[src/rtl/muldiv_pkg.sv]
// Shared definitions for the iterative RV32M multiply/divide unit.
// Holds the default datapath width, the funct3 encodings of the M-extension
// operations, the FSM state encoding and a small decode helper.
package muldiv_pkg;

    localparam int XLEN_DEFAULT = 32;

    // M-extension funct3 encodings
    localparam logic [2:0] F3_MUL    = 3'b000;
    localparam logic [2:0] F3_MULH   = 3'b001;
    localparam logic [2:0] F3_MULHSU = 3'b010;
    localparam logic [2:0] F3_MULHU  = 3'b011;
    localparam logic [2:0] F3_DIV    = 3'b100;
    localparam logic [2:0] F3_DIVU   = 3'b101;
    localparam logic [2:0] F3_REM    = 3'b110;
    localparam logic [2:0] F3_REMU   = 3'b111;

    // FSM state encoding
    localparam logic [1:0] ST_IDLE = 2'd0;
    localparam logic [1:0] ST_CALC = 2'd1;
    localparam logic [1:0] ST_DONE = 2'd2;

    // Every divide/remainder op has funct3[2] set
    function automatic logic is_div_op(input logic [2:0] f3);
        return f3[2];
    endfunction

endpackage

[src/rtl/muldiv_step.sv]
// One radix-2 iteration of the multiply/divide datapath, purely combinational.
// The same hi/lo register pair is reused by both operations:
//   multiply: {hi, lo} is the 2*XLEN shift-add accumulator, lo starts as the
//             multiplier, operand is the multiplicand.
//   divide:   hi is the partial remainder, lo shifts the dividend out and the
//             quotient in, operand is the divisor.
// Ports:
//   is_div   in   1     select restoring-divide step instead of shift-add
//   hi, lo   in   XLEN  current accumulator / remainder-quotient pair
//   operand  in   XLEN  multiplicand or divisor magnitude
//   hi_next  out  XLEN  updated high half / remainder
//   lo_next  out  XLEN  updated low half / quotient
module muldiv_step #(
    parameter int XLEN = 32
) (
    input  logic            is_div,
    input  logic [XLEN-1:0] hi,
    input  logic [XLEN-1:0] lo,
    input  logic [XLEN-1:0] operand,
    output logic [XLEN-1:0] hi_next,
    output logic [XLEN-1:0] lo_next
);

    logic [XLEN:0] mul_sum;
    logic [XLEN:0] div_shift;
    logic          div_fits;

    // The carry out of the add lands in the top accumulator bit as the pair
    // shifts right. For divide, the remainder stays below the divisor, so once
    // the subtraction fits its result needs only XLEN bits.
    always_comb begin
        mul_sum   = {1'b0, hi} + (lo[0] ? {1'b0, operand} : '0);
        div_shift = {hi, lo[XLEN-1]};
        div_fits  = (div_shift >= {1'b0, operand});
        if (is_div) begin
            hi_next = div_fits ? (div_shift[XLEN-1:0] - operand) : div_shift[XLEN-1:0];
            lo_next = {lo[XLEN-2:0], div_fits};
        end else begin
            hi_next = mul_sum[XLEN:1];
            lo_next = {mul_sum[0], lo[XLEN-1:1]};
        end
    end

endmodule

[src/rtl/muldiv_unit.sv]
// Iterative RV32M multiply/divide unit. Signed operations are computed on
// operand magnitudes and the sign is restored when the result is written.
// Ports:
//   clk     in   1     rising-edge clock
//   rstn    in   1     asynchronous active-low reset
//   start   in   1     operation request, accepted only when idle
//   kill    in   1     abort the current operation (pipeline flush)
//   funct3  in   3     M-extension operation select
//   A, B    in   XLEN  rs1 / rs2 operands, sampled on acceptance
//   busy    out  1     operation in flight, stalls the core
//   done    out  1     one-cycle completion pulse, result valid alongside
//   result  out  XLEN  registered result, held until overwritten
module muldiv_unit
    import muldiv_pkg::*;
#(
    parameter int XLEN = XLEN_DEFAULT
) (
    input  logic            clk,
    input  logic            rstn,
    input  logic            start,
    input  logic            kill,
    input  logic [2:0]      funct3,
    input  logic [XLEN-1:0] A,
    input  logic [XLEN-1:0] B,
    output logic            busy,
    output logic            done,
    output logic [XLEN-1:0] result
);

    localparam int              CW        = $clog2(XLEN);
    localparam logic [CW-1:0]   LAST_STEP = CW'(XLEN - 1);
    localparam logic [XLEN-1:0] INT_MIN   = {1'b1, {(XLEN-1){1'b0}}};

    logic [1:0]      state;
    logic [2:0]      op;
    logic [XLEN-1:0] hi;
    logic [XLEN-1:0] lo;
    logic [XLEN-1:0] operand;
    logic [CW-1:0]   cnt;
    logic            neg_main;
    logic            neg_rem;

    logic            a_signed;
    logic            b_signed;
    logic            a_neg;
    logic            b_neg;
    logic [XLEN-1:0] abs_a;
    logic [XLEN-1:0] abs_b;
    logic            div_zero;
    logic            div_ovf;
    logic [XLEN-1:0] special_result;

    logic            step_is_div;
    logic [XLEN-1:0] hi_next;
    logic [XLEN-1:0] lo_next;

    logic [2*XLEN-1:0] product_fix;
    logic [XLEN-1:0]   quo_fix;
    logic [XLEN-1:0]   rem_fix;
    logic [XLEN-1:0]   final_result;

    // Operand decode at acceptance: signedness, magnitudes and the two divide
    // corner cases that bypass iteration. Plain MUL is treated as unsigned
    // because the low product half does not depend on signedness.
    always_comb begin
        a_signed = (funct3 == F3_MULH) || (funct3 == F3_MULHSU) ||
                   (funct3 == F3_DIV)  || (funct3 == F3_REM);
        b_signed = (funct3 == F3_MULH) || (funct3 == F3_DIV) || (funct3 == F3_REM);
        a_neg    = a_signed && A[XLEN-1];
        b_neg    = b_signed && B[XLEN-1];
        abs_a    = a_neg ? (~A + 1'b1) : A;
        abs_b    = b_neg ? (~B + 1'b1) : B;
        div_zero = is_div_op(funct3) && (B == '0);
        div_ovf  = ((funct3 == F3_DIV) || (funct3 == F3_REM)) && (A == INT_MIN) && (B == '1);
        // funct3[1] separates remainder ops from quotient ops
        if (div_zero) begin
            special_result = funct3[1] ? A : '1;
        end else begin
            special_result = funct3[1] ? '0 : INT_MIN;
        end
    end

    assign step_is_div = is_div_op(op);

    muldiv_step #(
        .XLEN(XLEN)
    ) u_step (
        .is_div  (step_is_div),
        .hi      (hi),
        .lo      (lo),
        .operand (operand),
        .hi_next (hi_next),
        .lo_next (lo_next)
    );

    // Result assembled from the last iteration's outputs so it can be written
    // on the same edge that enters DONE, making it valid alongside done.
    always_comb begin
        product_fix  = neg_main ? (~{hi_next, lo_next} + 1'b1) : {hi_next, lo_next};
        quo_fix      = neg_main ? (~lo_next + 1'b1) : lo_next;
        rem_fix      = neg_rem  ? (~hi_next + 1'b1) : hi_next;
        final_result = '0;
        case (op)
            F3_MUL:                       final_result = product_fix[XLEN-1:0];
            F3_MULH, F3_MULHSU, F3_MULHU: final_result = product_fix[2*XLEN-1:XLEN];
            F3_DIV, F3_DIVU:              final_result = quo_fix;
            F3_REM, F3_REMU:              final_result = rem_fix;
            default:                      final_result = '0;
        endcase
    end

    // Control FSM and datapath registers. Kill overrides everything, including
    // a simultaneous start, and leaves the previous result untouched.
    always_ff @(posedge clk or negedge rstn) begin
        if (!rstn) begin
            state    <= ST_IDLE;
            op       <= '0;
            hi       <= '0;
            lo       <= '0;
            operand  <= '0;
            cnt      <= '0;
            neg_main <= 1'b0;
            neg_rem  <= 1'b0;
            result   <= '0;
        end else if (kill) begin
            state <= ST_IDLE;
        end else begin
            case (state)
                ST_IDLE: begin
                    if (start) begin
                        op       <= funct3;
                        cnt      <= '0;
                        hi       <= '0;
                        neg_main <= a_neg ^ b_neg;
                        neg_rem  <= a_neg;
                        if (is_div_op(funct3)) begin
                            lo      <= abs_a;
                            operand <= abs_b;
                        end else begin
                            lo      <= abs_b;
                            operand <= abs_a;
                        end
                        if (div_zero || div_ovf) begin
                            result <= special_result;
                            state  <= ST_DONE;
                        end else begin
                            state  <= ST_CALC;
                        end
                    end
                end
                ST_CALC: begin
                    hi  <= hi_next;
                    lo  <= lo_next;
                    cnt <= cnt + 1'b1;
                    if (cnt == LAST_STEP) begin
                        result <= final_result;
                        state  <= ST_DONE;
                    end
                end
                ST_DONE: begin
                    state <= ST_IDLE;
                end
                default: begin
                    state <= ST_IDLE;
                end
            endcase
        end
    end

    assign busy = (state == ST_CALC) || (state == ST_DONE);
    assign done = (state == ST_DONE) && !kill;

endmodule
[config.mk]
export PLATFORM = sky130hd
export DESIGN_NAME = muldiv_unit
export DESIGN_NICKNAME = d
export VERILOG_FILES = /design/src/rtl/muldiv_pkg.sv /design/src/rtl/muldiv_step.sv /design/src/rtl/muldiv_unit.sv
export SDC_FILE = /design/constraint.sdc
export NUM_CORES = 1
export LEC_CHECK = 0
export CAP_MARGIN = 10
export CORE_MARGIN = 2
export CORE_UTILIZATION = 50
export DETAILED_ROUTE_END_ITERATION = 10
export GPL_ROUTABILITY_DRIVEN = 0
export PLACE_DENSITY = 0.69
export RECOVER_POWER = 25
export SLEW_MARGIN = 20
export SYNTH_ARGS = -nofsm -noshare
export SYNTH_HDL_FRONTEND = slang
export SYNTH_SLANG_ARGS = --single-unit
export TNS_END_PERCENT = 1
[constraint.sdc]
create_clock -name clk -period 6.15 [get_ports clk]
set_clock_uncertainty 0.15 [all_clocks]
set_input_delay 1.5375 -clock clk [delete_from_list [all_inputs] [get_ports clk]]
set_output_delay 1.5375 -clock clk [all_outputs]
set_load 0.01 [all_outputs]
==> impl_metrics.toml <==
[routing]
drtAntennaViolNets = 0
drc = 0
avgRoutedWirePerCell_microns = 24.4
firstDrtPassIters = 6
drtIter0Drc = 2334
postRouteWirelength_microns = 64100
dr_total_vias = 17900
vias_per_cell = 6.84

[floorplan]
die_area_sq_um = 33200
initial_utilization = 0.506
die_w_microns = 182
ios = 105
die_h_microns = 182
core-area_sq_um = 31400
rows = 65

[timing]
slew_violations = 99
fmax_ghz = 0.174
tightestPinTransition_ps = 2740
rsz0062_at_grt = "false"
finalCriticalPeriod_ps = 5750
fin_setup_tns_ps = 0
finalHoldViolations = 0
slew_headroom = -0.826
final.period_utilization = 0.935
finalSetupViolCount = 0

[worst_setup_path]
crit_arrival_ps = 5900
critPathMaxFanout = 13
cp.required_ps = 6300
start_kind = "register"
cp-end-kind = "register"
crit_type = "register to register"

[clock_network]
cts.sinks = 140
cts_inserted_buffers = 17
cts_tree = "done"
cts_buffer_depth = 2
ctsHoldBuffers = 0
clkLatencyLatePin_ps = 460
cts_root_buf = "clkbuf_16"
cts_setup_buffers = 0
cts_resized = 0
clk_pin_slew_ps = 80
cts_max_level = 4

[flow_run]
cap_violations = 1

[layout]
final_nets = 2350
post-route-util = 0.570
drive_above_1_share = 0.0704
syn_to_final_growth_pct = 12.7
most-common-layout-cells = "nand2_1, a21oi_1, o21ai_0"
layout_commonest_cell = "nand2_1"

[status]
status = "finished, violations left"
violations = "max-capacitance violations, max-slew violations"

[pwr]
p_sw_mw = 4.14
power_frac_seq = 0.204
p_per_area_nw_per_um2 = 437
swShare = 0.530
clkPwrFrac = 0.142
p_int_mw = 3.67
irDropWorstVdd_v = 0.000298
p_total_mw = 7.81
cellLeakagePower_nw = 7.16
comb_power_share = 0.654

[synthesis]
synth_nets = 2305
yosysWarnings = 0
syn-instance-count = 2159
yosysUniqueCellTypes = 102
synthFlopType = "dfrtp_1"
ys_async_sr_fraction = 1.00
syn_area_sq_um = 15900
ys_seq_area_frac = 0.221
avgSynthCellArea_sq_um = 7.35
synth_edf_count = 0
synth_seq_cells = 140

[grt]
grt_pass1_vias = 16900
antenna_found_initial = 9
grt_overflow = 0
track_usage = 0.384
grt_max_degree = 99
grt_pass1_wl_microns = 98500

[placed_design]
place.port_buffers = 104
dp.final_hpwl_microns = 49400

[min_path]
hold_class = "register to register"
-- stage by stage --
step | setup WS [ps] | cell area, sq um | hold slack [ps] | std cells
after floorplan | 1040 | 15900 | 313 | 2159
after global placement | 477 | 17300 | 319 | 2587
after detailed placement | 485 | 17300 | 326 | 2587
after CTS | 545 | 17900 | 343 | 2619
after global routing | 110 | 17900 | 371 | 2619
final | 403 | 17900 | 343 | 2621
-- critical path: stages (launching register included) --
cell,delay [ps]
dfrtp_1,420
ha_1,400
a21oi_1,260
o21ai_0,220
a21o_1,270
o31ai_4,790
nand2_4,320
buf_4,310
a221o_1,420
o32ai_2,360
nand4b_1,340
nor4_1,730
a211oi_1,180
a41oi_1,190
a31o_2,170
o31ai_1,60
-- worst paths after layout --
kind / start / end / slack [ps] / cells after the start
setup / recovery: hi[15] / result[26] / 400 / 15
hold / removal: result[4] / result[4] / 340 / 2
setup reg to reg: hi[15] / result[26] / 400 / 15
hold reg to reg: result[4] / result[4] / 340 / 2
max in group asynchronous: rstn / op[2] / 2100 / 1
min in group asynchronous: rstn / hi[19] / 1790 / 1
-- flip-flops by register name, indices dropped and copies added (netlist names) --
| register | cells |
|---|---|
| cnt | 5 |
| hi | 32 |
| lo | 32 |
| neg_main | 1 |
| neg_rem | 1 |
| op | 3 |
| operand | 32 |
| result | 32 |
| state | 2 |
-- power groups by stage --
| stage | logic (mW) | registers, mW | clock network, mW |
|---|---|---|---|
| after floorplan | 3.35 | 1.48 | 0 |
| after global placement | 4.86 | 1.57 | 0 |
| after detailed placement | 4.90 | 1.59 | 0 |
| after CTS | 4.94 | 1.57 | 1.10 |
| after global routing | 5.46 | 1.62 | 1.13 |
| final | 5.11 | 1.59 | 1.11 |
-- Yosys cell counts (6+ instances only) --
| master | n | area share |
|---|---|---|
| nand2_1 | 250 | 0.059 |
| a21oi_1 | 231 | 0.073 |
| o21ai_0 | 206 | 0.065 |
| nor2_1 | 202 | 0.048 |
| dfrtp_1 | 140 | 0.22 |
| clkbuf_1 | 95 | 0.022 |
| xnor2_1 | 87 | 0.048 |
| xor2_1 | 75 | 0.041 |
| ha_1 | 73 | 0.058 |
| inv_1 | 70 | 0.017 |
| mux2i_1 | 58 | 0.037 |
| nor3_1 | 53 | 0.017 |
| and2_1 | 43 | 0.017 |
| nand3_1 | 39 | 0.012 |
| a31oi_1 | 31 | 0.012 |
| nand4_1 | 31 | 0.012 |
| a211oi_1 | 29 | 0.014 |
| a21o_1 | 27 | 0.013 |
| nand2b_1 | 27 | 0.011 |
| o31ai_1 | 26 | 0.012 |
| o211ai_1 | 23 | 0.011 |
| and3_1 | 19 | 0.0075 |
| o21a_1 | 18 | 0.0085 |
| or3_1 | 16 | 0.0063 |
| nor4_1 | 15 | 0.0059 |
| nor2b_1 | 14 | 0.0055 |
| a22o_1 | 13 | 0.0072 |
| buf_1 | 13 | 0.0031 |
| mux2_2 | 12 | 0.0085 |
| buf_2 | 11 | 0.0035 |
| o2111ai_1 | 10 | 0.0055 |
| o22ai_1 | 9 | 0.0035 |
| a221oi_1 | 8 | 0.0044 |
| a311oi_1 | 8 | 0.0044 |
| buf_4 | 8 | 0.0038 |
| nor3b_1 | 8 | 0.0038 |
| o311ai_0 | 8 | 0.0044 |
| or2_2 | 8 | 0.0032 |
| o21bai_1 | 7 | 0.0033 |
| o221ai_1 | 7 | 0.0039 |
| o41ai_1 | 6 | 0.0033 |
| or4_1 | 6 | 0.0028 |
-- cells by family (layout without fill, tap and decap cells) --
group	count (synthesis)	count (layout)	share of synthesized area
multiplexers	70	70	0.0451
other	0	2	0
AND/OR/NAND/NOR	761	761	0.231
buffers and inverters	204	262	0.0522
XOR/XNOR	162	162	0.0894
adder cells (fa/ha/maj)	75	75	0.0601
flip-flops	140	140	0.221
AO/OA/AOI/OAI	747	747	0.302
-- area by class of cell --
| cell class | instances | area (sq um) |
|---|---|---|
| antenna | 2 | 5.00 |
| tap | 402 | 503 |
| sequential | 140 | 3510 |
| multi-input combinational | 1815 | 11600 |
| clock buffer | 17 | 425 |
| fill | 3000 | 13500 |
| timing repair buffer | 158 | 1440 |
| inverter | 72 | 270 |
| clock inverter | 15 | 171 |
-- metal layers --
layer,up-vias,global-route usage,share of wire,wire [microns]
met2,1173,0.598,0.44,28000
li1,7990,-,-,-
met1,8463,0.488,0.39,24700
met5,-,0,0.0011,72
met3,285,0.0870,0.11,7220
met4,10,0.227,0.064,4100
Power figures use the tool's default switching activity.
